$ cat src/rtl/imem_loader.sv
// Streams 32-bit instruction words into a byte-wide instruction memory, little-endian,
// holding the core off the memory until the program is loaded or the memory is full.
module imem_loader #(
  parameter int unsigned DEPTH_BYTES = 32,
  parameter int unsigned ADDR_W      = 5
) (
  input  logic              clk,
  input  logic              reset,
  input  logic              in_valid,
  output logic              in_ready,
  input  logic [31:0]       in_word,
  input  logic              in_last,
  output logic              wr_en,
  output logic [ADDR_W-1:0] wr_addr,
  output logic [7:0]        wr_data,
  output logic              cpu_hold,
  output logic              load_done,
  output logic              trunc_err,
  output logic [ADDR_W-2:0] word_count
);

  localparam int unsigned WcW = ADDR_W - 1;
  localparam logic [WcW-1:0] MaxWords = WcW'(DEPTH_BYTES / 4);

  localparam logic [1:0] StIdle  = 2'd0;
  localparam logic [1:0] StWrite = 2'd1;
  localparam logic [1:0] StDone  = 2'd2;

  logic [1:0]        state_q, state_d;
  logic [1:0]        idx_q, idx_d;
  logic [WcW-1:0]    word_count_q, word_count_d;
  logic              trunc_q, trunc_d;
  logic [31:0]       word_q, word_d;
  logic              last_q, last_d;
  logic [ADDR_W-1:0] addr_hold_q, addr_hold_d;
  logic [7:0]        data_hold_q, data_hold_d;

  logic [ADDR_W-1:0] cur_addr;
  logic [7:0]        cur_data;
  logic [WcW-1:0]    wc_inc;

  // word_count < DEPTH_BYTES/4 while writing, so its low bits form the word address.
  assign cur_addr = {word_count_q[WcW-2:0], idx_q};
  assign cur_data = word_q[8*idx_q +: 8];
  assign wc_inc   = word_count_q + WcW'(1);

  always_comb begin
    state_d      = state_q;
    idx_d        = idx_q;
    word_count_d = word_count_q;
    trunc_d      = trunc_q;
    word_d       = word_q;
    last_d       = last_q;
    addr_hold_d  = addr_hold_q;
    data_hold_d  = data_hold_q;
    case (state_q)
      StIdle: begin
        if (in_valid) begin
          word_d  = in_word;
          last_d  = in_last;
          idx_d   = 2'd0;
          state_d = StWrite;
        end
      end
      StWrite: begin
        addr_hold_d = cur_addr;
        data_hold_d = cur_data;
        idx_d       = idx_q + 2'd1;
        if (idx_q == 2'd3) begin
          word_count_d = wc_inc;
          if (last_q || (wc_inc == MaxWords)) begin
            state_d = StDone;
            if (!last_q) trunc_d = 1'b1;
          end else begin
            state_d = StIdle;
          end
        end
      end
      StDone: ;
      default: state_d = StIdle;
    endcase
  end

  always_ff @(posedge clk) begin
    if (reset) begin
      state_q      <= StIdle;
      idx_q        <= 2'd0;
      word_count_q <= '0;
      trunc_q      <= 1'b0;
      word_q       <= 32'd0;
      last_q       <= 1'b0;
      addr_hold_q  <= '0;
      data_hold_q  <= 8'd0;
    end else begin
      state_q      <= state_d;
      idx_q        <= idx_d;
      word_count_q <= word_count_d;
      trunc_q      <= trunc_d;
      word_q       <= word_d;
      last_q       <= last_d;
      addr_hold_q  <= addr_hold_d;
      data_hold_q  <= data_hold_d;
    end
  end

  // Address/data hold their last written values while idle for readable waveforms.
  assign in_ready   = (state_q == StIdle);
  assign wr_en      = (state_q == StWrite);
  assign wr_addr    = wr_en ? cur_addr : addr_hold_q;
  assign wr_data    = wr_en ? cur_data : data_hold_q;
  assign cpu_hold   = (state_q != StDone);
  assign load_done  = (state_q == StDone);
  assign trunc_err  = trunc_q;
  assign word_count = word_count_q;

endmodule

$ cat config.mk
export PLATFORM = sky130hd
export DESIGN_NAME = imem_loader
export DESIGN_NICKNAME = d
export VERILOG_FILES = /design/src/rtl/imem_loader.sv
export SDC_FILE = /design/constraint.sdc
export NUM_CORES = 1
export LEC_CHECK = 0
export ABC_AREA = 1
export BUFFER_PORTS_ARGS = -buffer_cell sky130_fd_sc_hd__buf_2
export CAP_MARGIN = 10
export CORE_MARGIN = 2
export CORE_UTILIZATION = 47
export CTS_CLUSTER_SIZE = 20
export DETAILED_ROUTE_END_ITERATION = 10
export PLACE_DENSITY_LB_ADDON = 0.15
export SYNTH_ARGS = -nofsm -noshare
export SYNTH_HDL_FRONTEND = slang
export SYNTH_SLANG_ARGS = --single-unit
$ cat constraint.sdc
create_clock -name clk -period 1.1 [get_ports clk]
set_input_delay 0.055 -clock clk [delete_from_list [all_inputs] [get_ports clk]]
set_output_delay 0.055 -clock clk [all_outputs]
set_load 0.02 [all_outputs]
## Yosys cells after proc, flatten, opt, wreduce, memory -nomap -nowiden

Cells that the tools add are included.

- $add $sub $neg: 2
- Equal/unequal tests: 7
- Shift-type cells: 1
- Multiplexer cells: 8
- Bitwise gates (word level): 2
- Reduce and logical (&&, ||, !) cells: 8

Operator list:

| operator | count |
|---|---|
| indexed part select 32 x 6 -> 8 bit | 1 |
| 2-to-1 mux 2 bit | 4 |
| 2-to-1 mux 8 bit | 1 |
| case mux 2 bit (3 select lines) | 1 |
| AND reduction 2 bit | 3 |
| 2-to-1 mux 5 bit | 1 |
| adder 4 x 1 -> 4 bit (second input constant) | 1 |
| == test 2 bit (second input constant) | 2 |
| == test 4 bit (second input constant) | 1 |
| != test 2 bit (second input constant) | 2 |
| case mux 2 bit (2 select lines) | 1 |
| AND reduction 4 bit | 1 |
| AND reduction 3 bit | 1 |
| adder 2 x 1 -> 2 bit (second input constant) | 1 |
| == test 2 x 1 -> 1 bit (second input constant) | 1 |
| zero test 2 bit | 1 |
| != test 2 x 1 -> 1 bit (second input constant) | 1 |
| NOT 1 bit | 2 |
| nonzero test 2 bit | 1 |
| logical OR 1 bit | 1 |

- Register bits: 55
- Input port bits: 36
- Output and inout port bits: 22
- Word-level logic and storage cells: 36

## Depth between registers and ports, before layout

Gate-level depths: netlist of the first run.

- Depth after elaboration: 6
- Mapped depth: 8
- Depth with buffers taken out: 7

## Worst setup path before layout of the first run

Ideal clock, no wire load.

- Path type: flip-flop to flip-flop
- Start: reg state_q[0]
- End: reg word_q[26]
- Arrival: 1.047 ns
- Data required time: 0.966 ns
- Setup slack: -0.081 ns
- Cell stages (with the launch flop): 7
- Buffers on the path: 2
- Clock period less this slack: 1.181 ns
- Cell sequence: dfxtp_1 -> nor2_2 -> nand2_2 -> buf_6 -> buf_6 -> nand2_1 -> a21oi_1

- Word-level cells in the longest chain between the ends: 2

Ends and longest elaborated chain:

| item | RTL line | source |
|---|---|---|
| from (decl) | 29 | `logic [1:0] state_q, state_d;` |
| from (signal assigned) | 86 | `state_q <= StIdle;` |
| from (signal assigned) | 95 | `state_q <= state_d;` |
| zero test 2 bit | -- |  |
| named net in_ready | 10 | `output logic in_ready,` |
| AND reduction 2 bit (no line) | -- |  |
| to (signal assigned) | 99 | `word_q <= word_d;` |
| to (decl) | 33 | `logic [31:0] word_q, word_d;` |

The timed path passes the listed nets, and every way through them passes these cells.
A chain may end at the register's enable or synchronous reset.

## Worst setup path after layout of the first run

- Start: reg idx_q[0]
- End: out wr_data[0]

- Word-level cells in the longest chain between the ends: 2

Ends and longest elaborated chain:

| item | RTL line | source |
|---|---|---|
| from (decl) | 30 | `logic [1:0] idx_q, idx_d;` |
| from (signal assigned) | 96 | `idx_q <= idx_d;` |
| indexed part select 32 x 6 -> 8 bit | 44 | `assign cur_data = word_q[8*idx_q +: 8];` |
| 2-to-1 mux 8 bit | -- |  |
| to (decl) | 15 | `output logic [7:0] wr_data,` |

No other way between the ends.

==> results of run 1 <==
-- power by group through the flow --
stage	combinational, µW	sequential (µW)	clock (µW)
after CTS	1240	2180	1090
final	1580	2220	1100
after detailed placement	739	2210	0
after global placement	730	2210	0
after global routing	1660	2230	1170
after floorplan	518	2190	0
-- timing repair --
item                       CTS  global route
pin swaps                   41            45
resized for setup          139           126
gates cloned                 5             1
setup endpoints to repair   70            71
hold endpoints to repair    32             1
hold buffers                32             1
buffers inserted            20            10
-- metal layers --
| layer | up-vias | GRT usage |
|---|---|---|
| met4 | 0 | 0.133 |
| met5 | - | 0 |
| met2 | 152 | 0.479 |
| li1 | 1301 | - |
| met3 | 41 | 0.0656 |
| met1 | 1376 | 0.339 |
-- flip-flops by register name (all words and copies together), names as in the netlist --
name	flops
addr_hold_q	5
data_hold_q	8
idx_q	2
last_q	1
state_q	2
trunc_err	1
word_count	4
word_q	32
-- logic make-up after synthesis --
group	Yosys count	share of synthesized area
buf+inv	39	0.0872
fa+ha+maj	2	0.0105
flops	55	0.462
compound gates	74	0.163
simple gates	162	0.277
-- critical path, cell delays in order, from the launching register on --
cell and delay [ns]:
dfxtp_4 0.40, buf_6 0.15, nor2_1 0.06, nor2_1 0.18
o21ai_0 0.17, nand2_1 0.15, nand2_2 0.08, nand2_2 0.07
buf_6 0.11
-- through the flow --
| step | util | hold WS (ns) | std cells |
|---|---|---|---|
| 2_1_floorplan | - | 0.198 | 332 |
| 3_3_place_gp | 0.586 | 0.303 | 455 |
| 3_5_place_dp | 0.586 | 0.310 | 455 |
| 4_1_cts | 0.815 | 0.00421 | 518 |
| 5_1_grt | 0.911 | 0.132 | 522 |
| 6_report | 0.911 | 0.119 | 522 |
-- area by class of cell --
| cell class | count | share of cell area |
|---|---|---|
| clock buffers | 7 | 0.0174 |
| clock inverters | 1 | 0.00114 |
| inverters | 20 | 0.0200 |
| multi-input cells | 238 | 0.389 |
| flip-flops and latches | 55 | 0.255 |
| well taps | 67 | 0.0191 |
| repair buffers | 134 | 0.299 |
-- cells in the mapped netlist (all sizes together) --
| library cell | instances | area [µm²] |
|---|---|---|
| a21oi | 50 | 254 |
| a211oi | 2 | 20.0 |
| or2 | 5 | 31.3 |
| nor2 | 42 | 176 |
| dfxtp | 55 | 1100 |
| o21ai | 21 | 105 |
| clkbuf | 3 | 11.3 |
| nand2 | 108 | 415 |
| ha | 2 | 25.0 |
| a31o | 1 | 8.76 |
| nand3 | 5 | 25.0 |
| inv | 20 | 77.6 |
| and2 | 1 | 6.26 |
| nand4 | 1 | 6.26 |
| buf | 16 | 119 |
-- worst max-delay path by stage --
stage	to	slack (ns)	from	depth (start not counted)
global placement	word_count[0]$_SDFFE_PP0P_	-0.11	idx_q[1]$_SDFFE_PP0P_	6
detailed placement	word_count[0]$_SDFFE_PP0P_	-0.15	idx_q[1]$_SDFFE_PP0P_	6
global route	wr_data[3]	-0.68	idx_q[0]$_SDFFE_PP0P_	8
CTS	wr_data[2]	-0.36	idx_q[0]$_SDFFE_PP0P_	8
finish	wr_data[0]	-0.64	idx_q[0]$_SDFFE_PP0P_	8
floorplan	word_q[26]$_SDFFE_PP0P_	-0.08	state_q[0]$_SDFFE_PP0P_	6
==> run summary, run 1 <==
status: finished, violations left
violated checks: setup timing
first-pass GRT wire length: 11900 µm
Period minus WS final: 1.74 ns
most frequent cells in the layout: dfxtp_1, nand2_4, nand2_1, buf_2, a21oi_2
Syn Std Cell Area: 2380 µm²
synthesized area per cell: 7.18 µm²
Setup WS post-layout: -0.636 ns
Hold Crit Endpoint: addr_hold_q[3]$_SDFF_PP0_
Setup Crit Path Kind: flop to output pin
most common cell after layout, fill and taps aside: dfxtp_1
Die Area: 5650 µm²
FILL cells: 182
fraction of power spent switching nets: 0.325
sequential power share: 0.453
fin area: 4390 µm²
period utilization: 1.58
clk sinks: 55
count of cell types in the netlist: 28
Vias: 2870
share of post-route cells with drive strength above 1: 0.567
wire per inst: 18.7 µm
drt pass-1 iters: 5
Die H: 75.2 µm
CTS tree: yes
met1 wire length: 3750 µm
buffers added on ports: 57
top layer reached by signal wires: met4
drc violations: 0
Register Area: 1120 µm²
Longest Clk Path Bufs: 2
CP Capture Type: output pin
largest net degree at the start of global routing: 36
R2R Setup Slk: -0.37 ns
# nets final: 492
via/cell ratio: 5.50
CP startpoint kind: flop
Die Width: 75.2 µm
final hold vios: 0
Final Wtd Congestion: 0.850
sequential share of the synthesized area: 0.462
overall power: 4910 µW
final setup fails: 70
row count: 25
WHS Path Cells: 2
min-delay src: reset
logic gate share of total power: 0.323
Final Skew: 0.0103 ns
Gate Count Post-Synth: 332
Placement Cell Area: 2820 µm²
clk root buf: clkbuf_8
Core Region: 4820 µm²
dpl hpwl: 3750 µm
max_cap viols: 0
post-route ant nets: 0
hold crit path type: primary input to flop
P_sw: 1590 µW
wire length on met2: 4930 µm
setup TNS: -15.45 ns
Slew HR: 0.757
Req. time, crit path: 1.04 ns
Initial Utilization: 0.495
dpl ws: -0.145 ns
Crit Path Max Fanout: 7
Leakage: 0.00201 µW
Worst Max-Slew Pin Slew: 0.364 ns
area of the multi-input gates: 1710 µm²
Clock Pin Slew Worst Setup and Hold Paths: 0.10 ns
wire length on met3: 700 µm
Int Pwr: 3310 µW
Max Slew Vio Count: 0
Antenna diodes: 0
Peak Freq: 0.576 GHz
FF-to-FF End: word_q[14]$_SDFFE_PP0P_
Clk Latency, worst-skew pair: 0.32 ns
Synth Net Count: 370
grt ovf: 0
flops & latches, synth: 55
CTS Buf Count: 5
area grow syn2layout: 84.1%
All-Layer GR Usage: 0.282
initial antenna violation count: 0
WL final: 9780 µm
Clock Power Share: 0.225
R2R cell count: 8
Peak VDD IR: 0.981 mV
H-tree Lvls: 2
Ys Warns: 0
Power Density: 1120 nW/µm²
FF-to-FF Start: state_q[0]$_SDFFE_PP0P_
io pins: 58
vias in the first global route: 2486
RSZ-0062 raised after global routing: true
Iteration-0 DRC Markers: 262
crit path DAT: 1.68 ns
Power figures use the tool's default switching activity.
==> run 2: changes to the inputs <==
--- a/config.mk
+++ b/config.mk
@@ -8,11 +8,13 @@
 export ABC_AREA = 1
 export BUFFER_PORTS_ARGS = -buffer_cell sky130_fd_sc_hd__buf_2
 export CAP_MARGIN = 10
+export CELL_PAD_IN_SITES_DETAIL_PLACEMENT = 0
+export CELL_PAD_IN_SITES_GLOBAL_PLACEMENT = 2
 export CORE_MARGIN = 2
-export CORE_UTILIZATION = 47
+export CORE_UTILIZATION = 26
 export CTS_CLUSTER_SIZE = 20
 export DETAILED_ROUTE_END_ITERATION = 10
-export PLACE_DENSITY_LB_ADDON = 0.15
+export PLACE_DENSITY = 0.76
 export SYNTH_ARGS = -nofsm -noshare
 export SYNTH_HDL_FRONTEND = slang
 export SYNTH_SLANG_ARGS = --single-unit
==> run 2 against run 1 <==
The flow still finishes with violations (setup timing). Wire length fell by 24%. Clock skew rose by 0.0071 ns. Die area rose by 76%. Final cell count rose by 7.3%. Clock power rose by 26%. Combinational power fell by 9%. Final area fell by 0.74%. Critical path type unchanged.
==> run summary, run 2 (same netlist as run 1, synthesis figures left out) <==
CTS tree: yes
clk sinks: 55 (unchanged)
dpl ws: -0.234 ns (-0.0888 ns)
Setup WS post-layout: -0.409 ns (+0.228 ns)
largest net degree at the start of global routing: 21 (-42%)
Core Region: 8810 µm² (+83%)
CP Capture Type: output pin
FILL cells: 843 (+360%)
Period minus WS final: 1.51 ns (-0.228 ns)
# nets final: 489 (-0.61%)
Setup Crit Path Kind: flop to output pin
vias in the first global route: 2272 (-8.6%)
RSZ-0062 raised after global routing: true
crit path DAT: 1.45 ns (-0.23 ns)
clk root buf: clkbuf_8
Placement Cell Area: 2960 µm² (+4.7%)
slowest stage delay, CP: 0.43 ns (+0.03 ns)
final hold vios: 0 (unchanged)
Iteration-0 DRC Markers: 86 (-67%)
number of buffers and inverters on the critical path: 2 (unchanged)
hold slack final: 0.00630 ns (-0.113 ns)
Largest regs: word_q x32, data_hold_q x8, addr_hold_q x5
Clk Latency, worst-skew pair: 0.32 ns (about the same)
Die Width: 99.7 µm (+33%)
Vias: 2489 (-13%)
buffers added on ports: 57 (unchanged)
final setup fails: 68 (-2.9%)
fin area: 4350 µm² (-0.74%)
Max Slew Vio Count: 0 (unchanged)
drt pass-1 iters: 4 (-1)
Leakage: 0.00191 µW (-4.9%)
Cell Chain, Critical Path: clkbuf_16 > nor2_1 > nor2_1 > o21ai_2 > nand2_2 > nand2_2 > nand2_2 > buf_6
drc violations: 0 (unchanged)
Req. time, crit path: 1.04 ns (about the same)
wire per inst: 13.2 µm (-29%)
Peak Freq: 0.663 GHz (+15%)
CP startpoint kind: flop
hold crit path type: primary input to flop
Longest Clk Path Bufs: 2 (unchanged)
H-tree Lvls: 2 (unchanged)
CP delay by family, top: flip-flops
Die Area: 9940 µm² (+76%)
first-pass GRT wire length: 11000 µm (-7.7%)
CP max stage cell: dfxtp_4
Initial Utilization: 0.271 (-0.224)
post-route ant nets: 0 (unchanged)
most common cell after layout, fill and taps aside: nand2_1
CTS Buf Count: 5 (unchanged)
All-Layer GR Usage: 0.138 (-0.144)
Final Skew: 0.0173 ns (+0.00706 ns)
Worst Max-Slew Pin Slew: 0.369 ns (+0.00472 ns)
share of post-route cells with drive strength above 1: 0.533 (-0.0338)
Largest register FFs: 32 (unchanged)
Die H: 99.7 µm (+33%)
status: finished, violations left
row count: 34 (+36%)
Slew HR: 0.754 (-0.00315)
cell repeated most along the worst path: nand2_2
Clock Pin Slew Worst Setup and Hold Paths: 0.10 ns (about the same)
Power Density: 1160 nW/µm² (+3.6%)
Crit Path Max Fanout: 5 (-2)
Final Wtd Congestion: 0.772 (-9.2%)
most frequent cells in the layout: nand2_1, dfxtp_1, buf_2, nand2_2, dlygate4sd3_1
WL final: 7400 µm (-24%)
period utilization: 1.37 (-0.207)
area grow syn2layout: 82.8%
max_cap viols: 0 (unchanged)
grt ovf: 0 (unchanged)
io pins: 58 (unchanged)
dpl hpwl: 4820 µm (+28%)
initial antenna violation count: 0 (unchanged)
setup TNS: -12.87 ns (+2.58 ns)
register with the highest flop count: word_q
violated checks: setup timing
Antenna diodes: 0 (unchanged)
via/cell ratio: 4.44 (-19%)
Peak VDD IR: 0.551 mV (-44%)
## run 2: report_power, final
group	internal (µW)	switching [µW]
Sequential	2100	109
Clock	687	707
Combinational	748	693
## run 2: path summary, 6_finish.rpt
kind	to	slack, ns	from	depth (start not counted)
setup reg to reg	word_q[15]$_SDFFE_PP0P_	-0.25	state_q[1]$_SDFFE_PP0P_	8
hold / removal	word_q[1]$_SDFFE_PP0P_	0.006	in_word[1]	3
setup / recovery	wr_data[4]	-0.41	idx_q[0]$_SDFFE_PP0P_	8
hold reg to reg	trunc_err$_SDFFE_PP0P_	0.45	trunc_err$_SDFFE_PP0P_	2
## run 2: what timing repair did
action                     4_1_cts  5_1_grt
buffers inserted                 9        6
setup endpoints to repair       33       72
hold buffers                    28        1
gates resized for setup         58      172
pin swaps                        4       40
hold endpoints to repair        28        1
gates cloned                     1        6
## run 2: layout make-up
cell class,instances,area (µm²),area share
multi-input combinational,238,1570,0.361
clock inverter,3,46.3,0.0106
tap,108,135,0.0310
clock buffer,5,68.8,0.0158
sequential,55,1120,0.258
inverter,20,97.6,0.0224
timing repair buffer,131,1310,0.301
## run 2: worst min-delay path, stage by stage
cell and delay (ns):
buf_2 0.11, nand2_1 0.06, a21oi_1 0.05
## run 2: per-stage QoR
step / utilization / std cells / power [µW]
final: 0.494 / 560 / 5040
after global routing: 0.494 / 560 / 5300
after CTS: 0.409 / 548 / 4650
after detailed placement: 0.336 / 502 / 3040
after global placement: 0.336 / 502 / 3040
after floorplan: - / 332 / 2710
## run 2: routing by layer
layer,up-vias,share of wire,GRT usage
li1,1297,-,-
met1,1141,0.48,0.197
met2,47,0.48,0.218
met3,4,0.032,0.0239
met4,0,0.0072,0.0316
met5,-,0,0
==> run 3: changes to the inputs <==
--- a/config.mk
+++ b/config.mk
@@ -6,7 +6,7 @@
 export NUM_CORES = 1
 export LEC_CHECK = 0
 export ABC_AREA = 1
-export BUFFER_PORTS_ARGS = -buffer_cell sky130_fd_sc_hd__buf_2
+export BUFFER_PORTS_ARGS = -buffer_cell sky130_fd_sc_hd__buf_4
 export CAP_MARGIN = 10
 export CELL_PAD_IN_SITES_DETAIL_PLACEMENT = 0
 export CELL_PAD_IN_SITES_GLOBAL_PLACEMENT = 2
@@ -15,6 +15,7 @@
 export CTS_CLUSTER_SIZE = 20
 export DETAILED_ROUTE_END_ITERATION = 10
 export PLACE_DENSITY = 0.76
+export SLEW_MARGIN = 20
 export SYNTH_ARGS = -nofsm -noshare
 export SYNTH_HDL_FRONTEND = slang
 export SYNTH_SLANG_ARGS = --single-unit
==> run 3 against run 2 <==
The flow still finishes with violations (setup timing). Sequential power about the same. Global-route usage increased by 1.8 points. Clock power decreased by 13%. Clock-buffer cell count stayed put. Register-to-register slack lost 0.08 ns. Wire length up 2.4%. Clock skew fell by 0.0028 ns. Non-clock buffer count increased by 7. Final area grew 5.1%. Critical path depth is the same.
==> run summary, run 3 (same netlist as run 1, synthesis figures left out) <==
status: finished, violations left
violated checks: setup timing
clk sinks: 55 (unchanged)
Longest Clk Path Bufs: 2 (unchanged)
CTS tree: yes
wire per inst: 13.4 µm (+1.2%)
vias in the first global route: 2453 (+8.0%)
Leakage: 0.00207 µW (+8.1%)
Period minus WS final: 1.47 ns (-0.0386 ns)
Setup WS post-layout: -0.370 ns (+0.0386 ns)
hold crit path type: primary input to flop
Cell Chain, Critical Path: buf_8 > nor2_2 > nor2_2 > o21ai_1 > nand2_1 > nand2_2 > nand2_1 > buf_4
FILL cells: 821 (-2.6%)
buffers added on ports: 57 (unchanged)
dpl hpwl: 4710 µm (-2.3%)
Clock Power Share: 0.241 (-0.035)
final setup fails: 60 (-12%)
All-Layer GR Usage: 0.156 (+0.0181)
Final Skew: 0.0145 ns (-0.00280 ns)
grt ovf: 0 (unchanged)
CP startpoint kind: flop
Die Area: 9940 µm² (unchanged)
CP Capture Type: output pin
number of buffers and inverters on the critical path: 2 (unchanged)
Core Region: 8810 µm² (unchanged)
area grow syn2layout: 92.2%
clk root buf: clkbuf_8
register with the highest flop count: word_q
Die H: 99.7 µm (unchanged)
Iteration-0 DRC Markers: 101 (+17%)
Worst Max-Slew Pin Slew: 0.531 ns (+0.162 ns)
Vias: 2544 (+2.2%)
row count: 34 (unchanged)
largest net degree at the start of global routing: 34 (+62%)
slowest stage delay, CP: 0.38 ns (-0.05 ns)
via/cell ratio: 4.49 (+0.95%)
CTS Buf Count: 5 (unchanged)
drc violations: 0 (unchanged)
# nets final: 496 (+1.4%)
drt pass-1 iters: 4 (unchanged)
fraction of power spent switching nets: 0.316 (+0.0170)
Crit Path Max Fanout: 9 (+4)
Die Width: 99.7 µm (unchanged)
most common cell after layout, fill and taps aside: buf_4
Req. time, crit path: 1.04 ns (about the same)
share of the core filled with cells: 0.520 (+0.0254)
first-pass GRT wire length: 12300 µm (+12%)
WL final: 7580 µm (+2.4%)
H-tree Lvls: 2 (unchanged)
Initial Utilization: 0.271 (unchanged)
final hold vios: 0 (unchanged)
initial antenna violation count: 0 (unchanged)
non-filler instance count after layout: 567 (+1.3%)
io pins: 58 (unchanged)
Setup Crit Path Kind: flop to output pin
P_sw: 1580 µW (+4.7%)
hold slack final: 0.0140 ns (+0.00772 ns)
RSZ-0062 raised after global routing: true
post-route ant nets: 0 (unchanged)
Power Density: 1090 nW/µm² (-5.8%)
Final Wtd Congestion: 0.768 (-0.52%)
Int Pwr: 3420 µW (-3.3%)
period utilization: 1.34 (-0.0351)
most frequent cells in the layout: buf_4, dfxtp_1, nand2_1, nand2_4, a21oi_2
sequential power share: 0.440 (+0.002)
Clock Pin Slew Worst Setup and Hold Paths: 0.11 ns (about the same)
max_cap viols: 0 (unchanged)
Clk Latency, worst-skew pair: 0.32 ns (about the same)
crit path DAT: 1.41 ns (-0.04 ns)
Antenna diodes: 0 (unchanged)
share of post-route cells with drive strength above 1: 0.560 (+0.0267)
Peak VDD IR: 0.534 mV (-3.1%)
Peak Freq: 0.680 GHz (+2.6%)
Largest register FFs: 32 (unchanged)
Max Slew Vio Count: 0 (unchanged)
logic gate share of total power: 0.318 (+0.032)
placed cells: 500 (-0.40%)
CP max stage cell: dfxtp_4
CP delay by family, top: flip-flops
Slew HR: 0.646 (-0.108)
Largest regs: word_q x32, data_hold_q x8, addr_hold_q x5
## run 3: changes by cell type in the layout (fill, tap and decap cells not counted), sizes merged
cell	change
clkbuf	-6
inv	+1
dlygate4sd3	+3
bufinv	-1
buf	+10
## run 3: area by class of cell
cell class / count / area, µm² / share of cell area
inverters: 20 / 87.6 / 0.0191
multi-input cells: 238 / 1660 / 0.363
well taps: 108 / 135 / 0.0295
clock buffers: 5 / 68.8 / 0.0150
repair buffers: 138 / 1480 / 0.324
flip-flops and latches: 55 / 1110 / 0.244
clock inverters: 3 / 27.5 / 0.00601
## run 3: power groups by stage
stage,Combinational [µW],Clock (µW),Sequential [µW]
floorplan,518,0,2190
global placement,864,0,2220
detailed placement,869,0,2220
CTS,1480,1250,2190
global route,1710,1330,2210
finish,1590,1210,2200
## run 3: final timing paths
kind,start,to,slack [ns],cells after the start
max,idx_q[0]$_SDFFE_PP0P_,wr_data[2],-0.37,8
min,in_last,last_q$_SDFFE_PP0P_,0.01,3
max reg2reg,idx_q[0]$_SDFFE_PP0P_,word_count[0]$_SDFFE_PP0P_,-0.33,8
min reg2reg,trunc_err$_SDFFE_PP0P_,trunc_err$_SDFFE_PP0P_,0.45,2
## run 3: repair_timing
| item | 4_1_cts | 5_1_grt |
|---|---|---|
| gates resized for setup | 145 | 105 |
| endpoints found under the hold margin | 25 | 7 |
| hold buffers | 25 | 7 |
| gates cloned | 8 | 0 |
| pin swaps | 28 | 36 |
| setup endpoints to repair | 72 | 72 |
| setup buffers | 26 | 7 |
## run 3: layer usage
metal	GRT usage	share of wire
met1	0.220	0.49
met2	0.255	0.48
met3	0.0246	0.029
met4	0.0285	0.0038
met5	0	0
## run 3: worst reg2reg max path, stage by stage, from the launching register on
cell     delay (ns)
dfxtp_4        0.40
buf_4          0.12
buf_6          0.11
ha_2           0.18
inv_2          0.06
nor2_8         0.12
inv_4          0.06
or2_1          0.22
a21oi_2        0.11
## run 3: per-stage QoR
| stage | setup TNS, ns | setup WS [ns] | total power, µW | area, µm² |
|---|---|---|---|---|
| CTS | -12.69 | -0.377 | 4910 | 4270 |
| finish | -12.11 | -0.370 | 5000 | 4580 |
| floorplan | -2.44 | -0.0807 | 2710 | 2400 |
| global placement | -2.70 | -0.169 | 3080 | 3070 |
| global route | -16.62 | -0.467 | 5250 | 4580 |
| detailed placement | -3.14 | -0.185 | 3090 | 3070 |
